<file path="src/rtl/cc_sendtimer.sv">
// cc_sendtimer: programmable send-strobe generator.
// Captures a data word and a delay D on a start request, waits D+1 cycles in
// COUNT, then raises a one-cycle send strobe while presenting the word.
// Optional feature macro: CC_SENDTIMER_RETRIGGER_EN. When it is defined,
// Start in COUNT recaptures data/delay and restarts the count.
//
// state | meaning
// IDLE  | waiting for Start; data output holds the last captured word
// COUNT | counting the captured delay down to zero
// SEND  | send strobe high for exactly this cycle
module cc_sendtimer #(
  parameter int DATAWIDTH_BUS  = 8,
  parameter int DELAYWIDTH_BUS = 8
) (
  input  logic                      CC_SENDTIMER_CLOCK_50,
  input  logic                      CC_SENDTIMER_RESET_InHigh,
  input  logic [DATAWIDTH_BUS-1:0]  CC_SENDTIMER_Data_inBus,
  input  logic [DELAYWIDTH_BUS-1:0] CC_SENDTIMER_Delay_inBus,
  input  logic                      CC_SENDTIMER_Start_In,
  output logic [DATAWIDTH_BUS-1:0]  CC_SENDTIMER_Data_outBus,
  output logic                      CC_SENDTIMER_SendDataSignal_Out,
  output logic                      CC_SENDTIMER_Busy_Out
);

  typedef enum logic [1:0] {
    ST_IDLE  = 2'd0,
    ST_COUNT = 2'd1,
    ST_SEND  = 2'd2
  } state_t;

  state_t                    r_state;
  state_t                    w_state_nxt;
  logic [DELAYWIDTH_BUS-1:0] r_count;
  logic [DATAWIDTH_BUS-1:0]  r_data;
  logic                      w_load;
  logic                      w_dec;
  logic                      w_retrig;
  logic                      w_send;
  logic                      w_busy;

`ifdef CC_SENDTIMER_RETRIGGER_EN
  assign w_retrig = CC_SENDTIMER_Start_In;
`else
  assign w_retrig = 1'b0;
`endif

  // State register
  always_ff @(posedge CC_SENDTIMER_CLOCK_50 or posedge CC_SENDTIMER_RESET_InHigh) begin
    if (CC_SENDTIMER_RESET_InHigh) begin
      r_state <= ST_IDLE;
    end else begin
      r_state <= w_state_nxt;
    end
  end

  // Next-state decode plus load/decrement requests for the datapath
  always_comb begin
    w_state_nxt = r_state;
    w_load      = 1'b0;
    w_dec       = 1'b0;
    case (r_state)
      ST_IDLE: begin
        if (CC_SENDTIMER_Start_In) begin
          w_load      = 1'b1;
          w_state_nxt = ST_COUNT;
        end
      end
      ST_COUNT: begin
        // A retrigger wins even on the terminal count, so the new D always applies.
        if (w_retrig) begin
          w_load = 1'b1;
        end else if (r_count == '0) begin
          w_state_nxt = ST_SEND;
        end else begin
          w_dec = 1'b1;
        end
      end
      ST_SEND: begin
        w_state_nxt = ST_IDLE;
      end
      default: begin
        w_state_nxt = ST_IDLE;
      end
    endcase
  end

  // Data capture register and delay down-counter
  always_ff @(posedge CC_SENDTIMER_CLOCK_50 or posedge CC_SENDTIMER_RESET_InHigh) begin
    if (CC_SENDTIMER_RESET_InHigh) begin
      r_count <= '0;
      r_data  <= '0;
    end else if (w_load) begin
      r_count <= CC_SENDTIMER_Delay_inBus;
      r_data  <= CC_SENDTIMER_Data_inBus;
    end else if (w_dec) begin
      r_count <= r_count - 1'b1;
    end
  end

  // Outputs decode from state only; no input-to-output path
  always_comb begin
    w_send = (r_state == ST_SEND);
    w_busy = (r_state != ST_IDLE);
  end

  assign CC_SENDTIMER_Data_outBus        = r_data;
  assign CC_SENDTIMER_SendDataSignal_Out = w_send;
  assign CC_SENDTIMER_Busy_Out           = w_busy;

endmodule
</file>
<file path="config.mk">
export PLATFORM = sky130hd
export DESIGN_NAME = cc_sendtimer
export DESIGN_NICKNAME = d
export VERILOG_FILES = /design/src/rtl/cc_sendtimer.sv
export SDC_FILE = /design/constraint.sdc
export NUM_CORES = 1
export LEC_CHECK = 0
export CORE_MARGIN = 2
export CORE_UTILIZATION = 48
export CTS_CLUSTER_SIZE = 20
export DETAILED_ROUTE_END_ITERATION = 10
export PLACE_DENSITY = 0.91
export RECOVER_POWER = 25
export SYNTH_ARGS = -nofsm -noshare
export SYNTH_HDL_FRONTEND = slang
export SYNTH_SLANG_ARGS = --single-unit
export TNS_END_PERCENT = 5
</file>
<file path="constraint.sdc">
create_clock -name CC_SENDTIMER_CLOCK_50 -period 2.6 [get_ports CC_SENDTIMER_CLOCK_50]
set_input_delay 0.26 -clock CC_SENDTIMER_CLOCK_50 [delete_from_list [all_inputs] [get_ports CC_SENDTIMER_CLOCK_50]]
set_output_delay 0.26 -clock CC_SENDTIMER_CLOCK_50 [all_outputs]
set_load 0.05 [all_outputs]
</file>
# After elaboration in Yosys (flattened, before gate mapping)
# Index checks and enable logic that the tools add are counted.
totals:
  register_bits: 18
  input_bits: 19
  output_inout_bits: 10
op_classes:
  reduce_logical: 5
  n_addsub: 1
  n_eq_ne: 4
  muxes: 9
ops:
  columns: ["cell", "count"]
  rows:
  - ["two-way mux 8 bit", 2]
  - ["zero test 8 bit", 1]
  - ["subtractor 8 x 1 -> 8 bit, second input constant", 1]
  - ["two-way mux 1 bit", 4]
  - ["two-way mux 2 bit", 2]
  - ["inequality test 2 bit, second input constant", 2]
  - ["case mux 2 bit (2 select lines)", 1]
  - ["nonzero test 2 bit", 2]
  - ["== test 2 x 1 -> 1 bit, second input constant", 1]
  - ["== test 2 bit, second input constant", 1]
  - ["zero test 2 bit", 1]
  - ["AND reduction 2 bit", 1]

# Depth between registers and ports, before layout
logic_depth:
  word_depth: 5
  depth_mapped: 6
  depth_no_buf: 6

# Worst setup path after synthesis
# OpenSTA, ideal clock, no wires.
synth_timing:
  path_kind: "register to register"
  from: "register r_count[0]"
  to: "register r_count[7]"
  path_stages_with_launch: 7
  path_slack_ns: 1.101
  setup_time_ns: 0.079
  arrival_time_ns: 1.419
  synth_period_minus_slack_ns: 1.499
  cell_sequence: "dfrtp_1 > inv_1 > ha_1 > nor4b_4 > a311oi_2 > a21boi_1 > a2bb2oi_1"
synth_between:
  elab_chain_cells: 4
synth_lines:
  columns: ["element", "line", "source"]
  rows:
  - ["start, declared", "33", "logic [DELAYWIDTH_BUS-1:0] r_count;"]
  - ["start signal, assigned", "93", "r_count <= CC_SENDTIMER_Delay_inBus;"]
  - ["start signal, assigned", "96", "r_count <= r_count - 1'b1;"]
  - ["parallel branches: the longest is 4 deep, another holds subtractor 8 x 1 -> 8 bit", null, null]
# Several ways; the timed one is not identified. The select of a mux whose other input is x is not followed.
# A chain may end at the register's enable or synchronous reset.

# Worst setup path in the final report
layout_timing:
  from: "register r_state[1]"
  to: "output CC_SENDTIMER_SendDataSignal_Out"
layout_between:
  elab_chain_cells: 1
layout_lines:
  columns: ["element", "line", "source"]
  rows:
  - ["start, declared", "31", "state_t r_state;"]
  - ["start signal, assigned", "52", "r_state <= w_state_nxt;"]
  - ["== test 2 bit", "102", "w_send = (r_state == ST_SEND);"]
  - ["end, declared", "21", "output logic CC_SENDTIMER_SendDataSignal_Out,"]
# No other way between the ends.

==> metrics.md <==
| Metric | Value |
|---|---|
| Sequential element share of the synthesized area | 0.485 |
| Growth of design area from synthesis to finish | 34.9% |
| Crit path capture type | output port |
| Share of the core filled with cells in the final layout | 0.710 |
| Total of cells resized after clock tree synthesis | 0 |
| Remaining number of nets flagged by the antenna check after routing | 0 |
| Vert. Die Dim | 48.0 um |
| Area occupied by multi-input gates | 432 sq um |
| CTS tree | built |
| Worst-Margin Slew | 0.682 ns |
| Post-layout min period | 2.08 ns |
| Sequential standard cell area | roughly 450 sq um |
| Cell at the root of the clock tree | sky130_fd_sc_hd__clkbuf_4 |
| Final estimated routing congestion in global placement | 0.835 |
| Final Hold Viols | 0 |
| Number of antenna violations at the first check in global routing | 0 |
| Chip width | 48.0 um |
| Tightest Hold Check Type | flip-flop to flip-flop |
| Number of buffers added to fix hold violations after cts | 0 |
| Depth of the worst register-to-register path | 6 |
| Outcome | complete, no violations |
| Sum Neg Setup Slack | 0 ns |
| Clock-pin slew of the registers on the worst-case setup and hold paths | about 0.1 ns |
| Commonest non-fill, non-tap cell in the layout | sky130_fd_sc_hd__nand2_1 |
| Number of cells traversed by the worst hold path | 2 |
| Quantity of I/O buffers inserted on ports | 28 |
| Instance count after placement with tap cells included | approximately 150 |
| Highest Clock Rate | 481 MHz |
| Cell area after synthesis | ~930 sq um |
| RSZ-0062 raised after global routing | false |
| Place WS | roughly 0.7 ns |
| Largest net degree at the start of global routing | 19 |
| Leakage Power | 0.548 nW |
| Ys Warns | 0 |
| Number of design-rule violations left by the first detailed-router iteration | 7 |
| Crit path DAT | 1.82 ns |
| Maximum VDD drop | 0.000749 V |
| Global routing usage on met3 | 0.0566 |
| Antenna cell count | 0 |
| Number of synthesized register bits | 18 |
| Layout fillers | 156 |
| Post-route cell area | ~1300 sq um |
| Headroom to the max-slew limit | 0.545 |
| Met1 global-route usage | 0.243 |
| Depth of the CTS H-tree | 1 |
| Via count of the first global-routing pass | 725 |
| Post-DR wirelength/cell | 12.8 um |
| Total number of vias | about 800 |
| Setup ws final | 0.520 ns |
| Drt pass-1 iters | 4 |
| Cell Area, Placed | roughly 1200 sq um |
| Setup bufs post-CTS | 0 |
| Max-slew violation total from the final report | 0 |
| Final period utilization | 0.800 |
| Setup Viol. Count Final | 0 |
| Total global routing overflow | 0 |
| Post-synthesis average cell area | 9.47 sq um |
| Type of the worst setup path | flip-flop to output port |
| Post-Route Skew | 0.00498 ns |
| Effective utilization at floorplan | 0.526 |
| Type of origin of the critical path | flip-flop |
| Die Outline Area | 2300 sq um |
| DRC violations left | 0 |
| Post-detailed-routing wire length | 1.95 mm |
| Crit path required time | 2.34 ns |
| Cell Pwr Density | 1130 nW/um^2 |
| Highest-count cells in the layout ignoring fill and taps | sky130_fd_sc_hd__nand2_1, sky130_fd_sc_hd__clkdlybuf4s50_1, sky130_fd_sc_hd__dfrtp_1, sky130_fd_sc_hd__inv_1, sky130_fd_sc_hd__nor2_1 |
| Netlist cell types | 31 |
| Source-to-sink clock delay at the later pin of the worst-skew pair | 0.29 ns |
| Met2 demand-to-capacity share in global routing | 0.347 |
| Global route hottest layer | met2 |
| Post-Synthesis Net Count | 119 |
| Wire length of the first global-routing pass | 3.15 mm |
| Detailed placement HPWL | 1.47 mm |
| Clock Tree Buf Depth | 2 |
| Inserted Clock Buffers | 3 |
| Placement row count | 15 |
| NumNets Final | around 150 |
| Core Box Area | 1760 sq um |
| Synthesized instance count | 98 |
| Share of layout cells above drive strength 1 | 0.0866 |
| CTS Sinks | 18 |
| Max Fanout on Critical Path | 7 |
| Layout Cells excl Fill | 152 |
| Overall routing resource usage | 0.197 |
| # Max-Cap Violations | 0 |
| I/O pin count | 29 |
| Via/cell ratio | 5.11 |
## final cells by class
class / count / share of cell area
Clock buffer: 4 / 0.0290
Inverter: 4 / 0.0120
Multi-Input combinational cell: 72 / 0.345
Sequential cell: 18 / 0.360
Tap cell: 25 / 0.0250
Timing Repair Buffer: 29 / 0.230
## cell usage after synthesis
master | instances | area (sq um)
sky130_fd_sc_hd__a31oi_1 | 1 | 6.26
sky130_fd_sc_hd__or3b_1 | 2 | 17.5
sky130_fd_sc_hd__or2b_1 | 1 | 7.51
sky130_fd_sc_hd__a2bb2oi_1 | 1 | 8.76
sky130_fd_sc_hd__a22oi_1 | 1 | 7.51
sky130_fd_sc_hd__o211ai_1 | 2 | 15.0
sky130_fd_sc_hd__o311ai_0 | 3 | 26.3
sky130_fd_sc_hd__nor3b_2 | 1 | 12.5
sky130_fd_sc_hd__nor3_1 | 1 | 5.00
sky130_fd_sc_hd__or3_1 | 1 | 6.26
sky130_fd_sc_hd__or2_2 | 1 | 6.26
sky130_fd_sc_hd__inv_1 | 4 | 15.0
sky130_fd_sc_hd__a311oi_2 | 1 | 15.0
sky130_fd_sc_hd__a21oi_1 | 3 | 15.0
sky130_fd_sc_hd__nand3_1 | 3 | 15.0
sky130_fd_sc_hd__nand3_2 | 1 | 10.0
sky130_fd_sc_hd__nand2_1 | 34 | 128
sky130_fd_sc_hd__nor3b_4 | 1 | 18.8
sky130_fd_sc_hd__o22ai_1 | 1 | 6.26
sky130_fd_sc_hd__ha_1 | 2 | 25.0
sky130_fd_sc_hd__o21ai_0 | 2 | 10.0
sky130_fd_sc_hd__nor4b_4 | 1 | 23.8
sky130_fd_sc_hd__buf_6 | 2 | 22.5
sky130_fd_sc_hd__clkbuf_1 | 1 | 3.75
sky130_fd_sc_hd__nor4_1 | 1 | 6.26
sky130_fd_sc_hd__o311ai_1 | 1 | 8.76
sky130_fd_sc_hd__xnor2_1 | 1 | 8.76
sky130_fd_sc_hd__buf_2 | 1 | 5.00
sky130_fd_sc_hd__dfrtp_1 | 18 | 450
sky130_fd_sc_hd__a21boi_1 | 1 | 7.51
sky130_fd_sc_hd__nor2_1 | 4 | 15.0
## report_power, final
group	internal [mW]	switching [mW]	leakage, nW
Sequential	0.406	0.123	0.218
Combinational	0.286	0.431	0.309
Clock	0.0852	0.0871	0.0210
## per-stage QoR
| stage | hold slack (ns) | power (mW) |
|---|---|---|
| after floorplan | 0.199 | 1.03 |
| after global placement | 0.466 | 1.23 |
| after detailed placement | 0.462 | 1.25 |
| after CTS | 0.396 | 1.43 |
| after global routing | 0.491 | 1.52 |
| final | 0.484 | 1.42 |
## layer usage
metal  share of wire  up-vias  wire length (um)
li1                -      397                 -
met1            0.43      354               845
met2            0.50       26               975
met3           0.064        0               124
met4               0        0                 0
met5               0        -                 0
## state kept, by name, indices dropped and copies added (netlist names)
signal,flops
r_count,8
CC_SENDTIMER_Data_outBus,8
r_state,2
## logic make-up after synthesis
group / Yosys count / share of synthesized area
adder cells (fa/ha/maj): 2 / 0.0269
flip-flops: 18 / 0.485
AO/OA/AOI/OAI: 17 / 0.136
buffers and inverters: 8 / 0.0498
AND/OR/NAND/NOR: 52 / 0.292
XOR/XNOR: 1 / 0.00944
## path summary, 6_finish.rpt
check | end | from | slack (ns)
min in group asynchronous | CC_SENDTIMER_Data_outBus[0] | CC_SENDTIMER_RESET_InHigh | 0.51
max | CC_SENDTIMER_SendDataSignal_Out | r_state[1] | 0.52
max reg2reg | r_count[7] | r_count[0] | 0.90
max in group asynchronous | r_count[3] | CC_SENDTIMER_RESET_InHigh | 1.65
min reg2reg | CC_SENDTIMER_Data_outBus[3] | CC_SENDTIMER_Data_outBus[3] | 0.48
min | CC_SENDTIMER_Data_outBus[3] | CC_SENDTIMER_Data_outBus[3] | 0.48
## critical path: stages (launching register included)
cell and delay, ns:
sky130_fd_sc_hd__dfrtp_1 0.51, sky130_fd_sc_hd__inv_1 0.10, sky130_fd_sc_hd__nor2_1 0.12, sky130_fd_sc_hd__clkdlybuf4s50_1 0.81
(Power assumes the default switching activity.)
